--- src/rtl/tick_scheduler_if.sv ---
// Valid/ready event port between the tick scheduler and its consumer.
interface tick_scheduler_if;
    logic       evt_valid;
    logic [1:0] evt_ch;
    logic       evt_ready;

    modport master (output evt_valid, output evt_ch, input evt_ready);
    modport slave  (input evt_valid, input evt_ch, output evt_ready);
endinterface

--- src/rtl/tick_scheduler.sv ---
// Prescaler emitting a one-cycle tick enable, four periodic channel timers,
// and a round-robin serialiser presenting expirations on a valid/ready port.
module tick_scheduler #(
    parameter int unsigned FREQ_IN    = 50_000_000,
    parameter int unsigned TICK_HZ    = 10,
    parameter int unsigned FAST_COUNT = 5000,
    parameter logic [7:0]  DEF_PERIOD = 8'd10
) (
    input  logic             clkd,
    input  logic             rst_n,
    input  logic             run,
    input  logic             fast,
    input  logic [3:0]       ch_en,
    input  logic             cfg_we,
    input  logic [1:0]       cfg_ch,
    input  logic [7:0]       cfg_period,
    output logic             tick,
    tick_scheduler_if.master evt,
    output logic [3:0]       overflow
);
    localparam int unsigned MAX_COUNT = FREQ_IN / TICK_HZ;
    localparam int unsigned TOP_COUNT = (MAX_COUNT > FAST_COUNT) ? MAX_COUNT : FAST_COUNT;
    localparam int unsigned PC_W      = (TOP_COUNT > 2) ? $clog2(TOP_COUNT) : 1;
    localparam int unsigned NCH       = 4;

    localparam logic [0:0] IDLE  = 1'b0;
    localparam logic [0:0] OFFER = 1'b1;

    logic [PC_W-1:0] pc;
    logic [31:0]     term_m1;

    logic [7:0] period [NCH];
    logic [7:0] cnt    [NCH];
    logic [3:0] pend;
    logic [3:0] expire;
    logic [3:0] cfg_hit;
    logic [3:0] grant_clr;

    logic [0:0] state;
    logic [0:0] state_nx;
    logic [1:0] last;
    logic [1:0] last_nx;
    logic       evt_valid_nx;
    logic [1:0] evt_ch_nx;
    logic [1:0] sel;
    logic [1:0] idx;
    logic       sel_found;

    // Prescaler; >= lets a mid-count switch to the shorter terminal wrap at once.
    assign term_m1 = fast ? 32'(FAST_COUNT - 1) : 32'(MAX_COUNT - 1);

    always_ff @(posedge clkd) begin
        if (!rst_n) begin
            pc   <= '0;
            tick <= 1'b0;
        end else if (run) begin
            if (32'(pc) >= term_m1) begin
                pc   <= '0;
                tick <= 1'b1;
            end else begin
                pc   <= pc + PC_W'(1);
                tick <= 1'b0;
            end
        end else begin
            tick <= 1'b0;
        end
    end

    // A config write outranks everything else on its channel, including expiry.
    always_comb begin
        cfg_hit = '0;
        expire  = '0;
        for (int unsigned i = 0; i < NCH; i++) begin
            cfg_hit[i] = cfg_we && (cfg_ch == 2'(i));
            expire[i]  = !cfg_hit[i] && ch_en[i] && tick &&
                         (period[i] != 8'd0) && (cnt[i] <= 8'd1);
        end
    end

    always_ff @(posedge clkd) begin
        if (!rst_n) begin
            for (int unsigned i = 0; i < NCH; i++) begin
                period[i] <= DEF_PERIOD;
                cnt[i]    <= DEF_PERIOD;
            end
            pend     <= '0;
            overflow <= '0;
        end else begin
            for (int unsigned i = 0; i < NCH; i++) begin
                if (cfg_hit[i]) begin
                    period[i]   <= cfg_period;
                    cnt[i]      <= cfg_period;
                    overflow[i] <= 1'b0;
                end else if (!ch_en[i]) begin
                    cnt[i] <= period[i];
                end else if (tick && (period[i] != 8'd0)) begin
                    cnt[i] <= expire[i] ? period[i] : cnt[i] - 8'd1;
                end
                if (expire[i] && pend[i] && !grant_clr[i]) begin
                    overflow[i] <= 1'b1;
                end
            end
            // A same-cycle expiry re-arms the bit the grant is clearing.
            pend <= (pend & ~grant_clr) | expire;
        end
    end

    // Round-robin pick: first pending channel after the last accepted one.
    always_comb begin
        sel       = '0;
        sel_found = 1'b0;
        idx       = '0;
        for (int unsigned k = 1; k <= NCH; k++) begin
            idx = last + 2'(k);
            if (!sel_found && pend[idx]) begin
                sel       = idx;
                sel_found = 1'b1;
            end
        end
    end

    always_ff @(posedge clkd) begin
        if (!rst_n) begin
            state         <= IDLE;
            last          <= 2'd3;
            evt.evt_valid <= 1'b0;
            evt.evt_ch    <= 2'd0;
        end else begin
            state         <= state_nx;
            last          <= last_nx;
            evt.evt_valid <= evt_valid_nx;
            evt.evt_ch    <= evt_ch_nx;
        end
    end

    always_comb begin
        state_nx     = state;
        last_nx      = last;
        evt_valid_nx = evt.evt_valid;
        evt_ch_nx    = evt.evt_ch;
        grant_clr    = '0;
        case (state)
            IDLE: begin
                if (sel_found) begin
                    state_nx       = OFFER;
                    evt_valid_nx   = 1'b1;
                    evt_ch_nx      = sel;
                    grant_clr[sel] = 1'b1;
                end
            end
            OFFER: begin
                if (evt.evt_ready) begin
                    state_nx     = IDLE;
                    last_nx      = evt.evt_ch;
                    evt_valid_nx = 1'b0;
                end
            end
            default: state_nx = IDLE;
        endcase
    end
endmodule

--- src/flat_wrapper.sv ---
// flat-port wrapper written by rule: the top's interface ports become plain ports
module tick_scheduler_flat 
#(
    parameter int unsigned FREQ_IN    = 50_000_000,
    parameter int unsigned TICK_HZ    = 10,
    parameter int unsigned FAST_COUNT = 5000,
    parameter logic [7:0]  DEF_PERIOD = 8'd10
)
  (clkd, rst_n, run, fast, ch_en, cfg_we, cfg_ch, cfg_period, tick, overflow, evt_evt_valid, evt_evt_ch, evt_evt_ready);
  tick_scheduler_if evt_i ();
  input  logic clkd;
  input  logic rst_n;
  input  logic run;
  input  logic fast;
  input  logic [3:0] ch_en;
  input  logic cfg_we;
  input  logic [1:0] cfg_ch;
  input  logic [7:0] cfg_period;
  output logic tick;
  output logic [3:0] overflow;
  output wire logic [$bits(evt_i.evt_valid)-1:0] evt_evt_valid;
  output wire logic [$bits(evt_i.evt_ch)-1:0] evt_evt_ch;
  input wire logic [$bits(evt_i.evt_ready)-1:0] evt_evt_ready;
  assign evt_evt_valid = evt_i.evt_valid;
  assign evt_evt_ch = evt_i.evt_ch;
  assign evt_i.evt_ready = evt_evt_ready;
  tick_scheduler #(.FREQ_IN(FREQ_IN), .TICK_HZ(TICK_HZ), .FAST_COUNT(FAST_COUNT), .DEF_PERIOD(DEF_PERIOD)) u_core (.clkd(clkd), .rst_n(rst_n), .run(run), .fast(fast), .ch_en(ch_en), .cfg_we(cfg_we), .cfg_ch(cfg_ch), .cfg_period(cfg_period), .tick(tick), .evt(evt_i), .overflow(overflow));
endmodule
--- config.mk ---
export PLATFORM = sky130hd
export DESIGN_NAME = tick_scheduler_flat
export DESIGN_NICKNAME = d
export VERILOG_FILES = /design/src/rtl/tick_scheduler_if.sv /design/src/rtl/tick_scheduler.sv /design/src/flat_wrapper.sv
export SDC_FILE = /design/constraint.sdc
export NUM_CORES = 1
export LEC_CHECK = 0
export BUFFER_PORTS_ARGS = -buffer_cell sky130_fd_sc_hd__buf_4
export CORE_MARGIN = 2
export CORE_UTILIZATION = 61
export DETAILED_ROUTE_END_ITERATION = 6
export PLACE_DENSITY = 0.79
export SLEW_MARGIN = 20
export SYNTH_ARGS = -nofsm -noshare
export SYNTH_HDL_FRONTEND = slang
export SYNTH_SLANG_ARGS = --single-unit
--- constraint.sdc ---
create_clock -name clkd -period 2.44 [get_ports clkd]
set_input_delay 0.366 -clock clkd [delete_from_list [all_inputs] [get_ports clkd]]
set_output_delay 0.366 -clock clkd [all_outputs]
set_load 0.005 [all_outputs]
==> run summary <==
Flop pwr share -> 0.610
worst rel slew slack -> 0.407
Reg-to-Reg Start -> u_core.pc[18]$_SDFFE_PN0P_
failing checks -> setup timing
Critical Path RT -> 2.71 ns
Die H -> 97.9 um
ANT nets after route -> 0
area grow syn2layout -> 10.4%
Synth top area share -> 0.357
hpwl dp -> 8790 um
Post-Route M1 WL -> 5220 um
P_leak -> 2.32 nW
Critical Path, Cell by Cell -> ha_1, or2_2, a31oi_1, a2111oi_1, a21oi_1, o21ai_1, buf_4, nor2_1
Hold Path Class -> in -> reg
Max Clk Rate -> 407 MHz
Met3 Wirelength -> 570 um
WHS Endpoint -> u_core.last[1]$_SDFFE_PN1P_
# clock sinks -> 102
Switching Fraction -> 0.257
R2R depth -> 8
Buffers on Ports -> 27
layout cells sized above 1 -> 0.114
DR WL/cell -> 16.7 um
Routed met2 length -> 5580 um
Via-to-Cell Ratio -> 5.99
via count -> 4167
Worst Path Buf+Inv -> 1
pre-CTS setup slack -> 0.0560 ns
Post-layout nets -> 622
RSZ-0062 raised after global routing -> false
Syn Inst Count -> 543
worst r2r dst -> u_core.pc[6]$_SDFFE_PN0P_
number of placement rows -> 34
n_diodes -> 0
Arr. time, crit path -> 2.72 ns
Synth Area in Simple Gates -> 0.222
endpoints failing setup -> 9
total power divided by cell area -> 552 mW/mm^2
initial antenna violation count -> 0
Max H-tree Level -> 3
die footprint -> 0.00958 mm^2
CP Launch Type -> flop
Hold Startpoint -> evt_evt_ready
Initial DRC Count -> 224
top cells by area, synth -> edfxtp_1 (36%), dfxtp_1 (14%), nor2_1 (5.0%)
Setup TNS Final -> -0.0422 ns
final period utilization -> 1.01
starting density of the core -> 0.623
Mapped Area -> 0.00538 mm^2
Worst Path Max Fanout -> 11
Net Sw Power -> 0.841 mW
Setup WS post-layout -> -0.0150 ns
Setup CP Type -> reg -> reg
die width -> 97.9 um
Syn Area/Cell -> 9.90 um^2
EDFF count, synth -> 64
CTS tree -> yes
post-synthesis sequential area ratio -> 0.499
Final min period -> 2.46 ns
Worst Tran Pin Value -> 0.887 ns
GP Congestion -> 0.876
status -> finished, violations left
Synth Net Count -> 582
core footprint -> 0.00864 mm^2
Critical Path End Type -> flop
Main synth FF type -> edfxtp_1
Synth Area in XOR/XNOR -> 0.0700
DRC violations left -> 0
adder-cell area share of the yosys netlist -> 0.0442
pin count of the biggest net entering global routing -> 18
Comb power frac -> 0.092
hold buffer count at cts -> 0
clk_skew -> 0.0111 ns
DP Cell Count -> 680
CP delay by family, top -> compound AO/OA/AOI/OAI gates
Ys Warns -> 0
Slowest Stage Delay on Critical Path -> 0.78 ns
vias in the first global route -> 4078
first-pass GRT wire length -> 19400 um
Design Power -> 3.28 mW
clk_lat worst skew -> 0.38 ns
Post-synth ARST share -> 0
Register-to-Register Setup Slack -> -0.02 ns
CTS max path bufs -> 2
peak supply drop -> 0.000334 V
compound-gate portion of the synthesized area -> 0.126
First-pass DRT Iterations -> 4
Netlist cell types -> 55
clock share of power -> 0.298
I/O pins -> 28
Slew Limit Fails -> 0
hold path depth -> 3
slowest stage cell on the critical path -> a2111oi_1
mux share of post-synthesis cell area -> 0.00396
internal power -> 2.44 mW
Final Non-Filler Cells -> 696
max_cap viols -> 0
post-synth top area cell -> edfxtp_1
Total Wirelength -> 11700 um
max layer used -> met4
CTS Root Cell -> clkbuf_8
CTS buffer count -> 9
Final Hold Fails -> 0
Global Route Usage Sum -> 0.253
Yosys reg bits -> 102
Overflow after GRT -> 0
largest family of logic cells by synthesized area -> simple AND/OR/NAND/NOR gates
clock-pin slew on the worst setup and hold paths -> 0.09 ns
==> cells in the final DEF, fill, tap and decap left out, types with 5 or more instances in the layout <==
cell type and n:
a211oi_1 6, o21ai_0 15, a21oi_1 20, xnor2_1 21, nand3_1 13, clkbuf_8 9
a211o_1 8, nand2_1 50, nor3_1 10, and2_1 22, ha_1 18, dfxtp_1 38
nand2b_1 6, xor2_1 22, or3_1 5, nor2b_1 6, nor3b_1 5, edfxtp_1 64
o22ai_1 7, inv_1 41, nand4_1 9, nor4_1 14, buf_4 37, a221oi_1 14
nor2_1 72
==> what timing repair did <==
action / CTS / global route
endpoints found under the setup margin: 0 / 4
gates resized for setup: 0 / 3
buffers inserted: 0 / 0
hold endpoints to repair: 0 / 0
==> stage by stage <==
| stage | area, um^2 | hold WS, ns | util |
|---|---|---|---|
| final | 5940 | 0.260 | 0.687 |
| after global routing | 5940 | 0.262 | 0.687 |
| after CTS | 5930 | 0.247 | 0.686 |
| after detailed placement | 5750 | 0.462 | 0.666 |
| after global placement | 5750 | 0.456 | 0.666 |
| after floorplan | 5380 | 0.448 | - |
==> kinds of logic (layout without fill, tap and decap cells) <==
| kind of cell | count (synthesis) | count (layout) |
|---|---|---|
| AND/OR/NAND/NOR | 233 | 233 |
| buffers and inverters | 49 | 94 |
| adder cells (fa/ha/maj) | 19 | 19 |
| AO/OA/AOI/OAI | 95 | 95 |
| flip-flops | 102 | 102 |
| multiplexers | 2 | 2 |
| XOR/XNOR | 43 | 43 |
==> worst min-delay path: stages <==
cell,delay (ns)
buf_4,0.09
nand3_1,0.07
nand3_1,0.07
==> flip-flops by register name, summed over array words and instances, names as in the netlist <==
name	count
u_core.cnt	32
u_core.evt.evt_ch	2
u_core.evt.evt_valid	1
u_core.last	2
u_core.overflow	4
u_core.pc	23
u_core.pend	4
u_core.period	32
u_core.state	1
u_core.tick	1
==> per-layer routing <==
| metal | vias up | global-route usage |
|---|---|---|
| li1 | 2043 | - |
| met1 | 1971 | 0.342 |
| met2 | 129 | 0.416 |
| met3 | 24 | 0.0437 |
| met4 | 0 | 0.0887 |
| met5 | - | 0 |
==> power by group through the flow <==
| stage | Clock, mW | Sequential (mW) | Combinational [mW] |
|---|---|---|---|
| 2_1_floorplan | 0 | 2.02 | 0.193 |
| 3_3_place_gp | 0 | 2.03 | 0.285 |
| 3_5_place_dp | 0 | 2.04 | 0.293 |
| 4_1_cts | 0.989 | 2.00 | 0.296 |
| 5_1_grt | 1.06 | 2.01 | 0.333 |
| 6_report | 0.976 | 2.00 | 0.301 |
==> how the worst max path moves through the flow <==
stage | depth (start not counted) | startpoint | to
after detailed placement | 9 | fast | u_core.pc[13]$_SDFFE_PN0P_
after global placement | 7 | u_core.cnt[0][0]$_SDFFCE_PN0P_ | u_core.cnt[0][6]$_SDFFCE_PN0P_
after floorplan | 8 | u_core.cnt[0][0]$_SDFFCE_PN0P_ | u_core.cnt[0][0]$_SDFFCE_PN0P_
final | 8 | u_core.pc[18]$_SDFFE_PN0P_ | u_core.pc[6]$_SDFFE_PN0P_
after CTS | 7 | u_core.cnt[0][0]$_SDFFCE_PN0P_ | u_core.cnt[0][0]$_SDFFCE_PN0P_
after global routing | 7 | u_core.cnt[0][0]$_SDFFCE_PN0P_ | u_core.cnt[0][0]$_SDFFCE_PN0P_
==> cells in the mapped netlist (4+ instances only) <==
cell type and instances:
edfxtp_1 64, inv_1 41, xnor2_1 21, nand2b_1 6, xor2_1 22, a211o_1 8, a211oi_1 6, dfxtp_1 38
nor3_1 10, nor4_1 14, clkbuf_1 4, and2_1 22, nand4_1 9, nand3_1 13, nor2_1 72, nor2b_1 6
nor3b_1 5, a21oi_1 20, or3_1 5, ha_1 19, a221oi_1 15, buf_2 4, nand2_1 50, o22ai_1 7
o21ai_0 15
==> cell type report <==
| class | count | area [um^2] |
|---|---|---|
| timing repair buffer | 37 | 278 |
| sequential | 102 | 2680 |
| clock buffer | 11 | 131 |
| inverter | 41 | 154 |
| multi-input combinational | 392 | 2510 |
| tap | 108 | 135 |
| clock inverter | 5 | 41.3 |
| fill | 697 | 2700 |
Power figures use the tool's default switching activity.
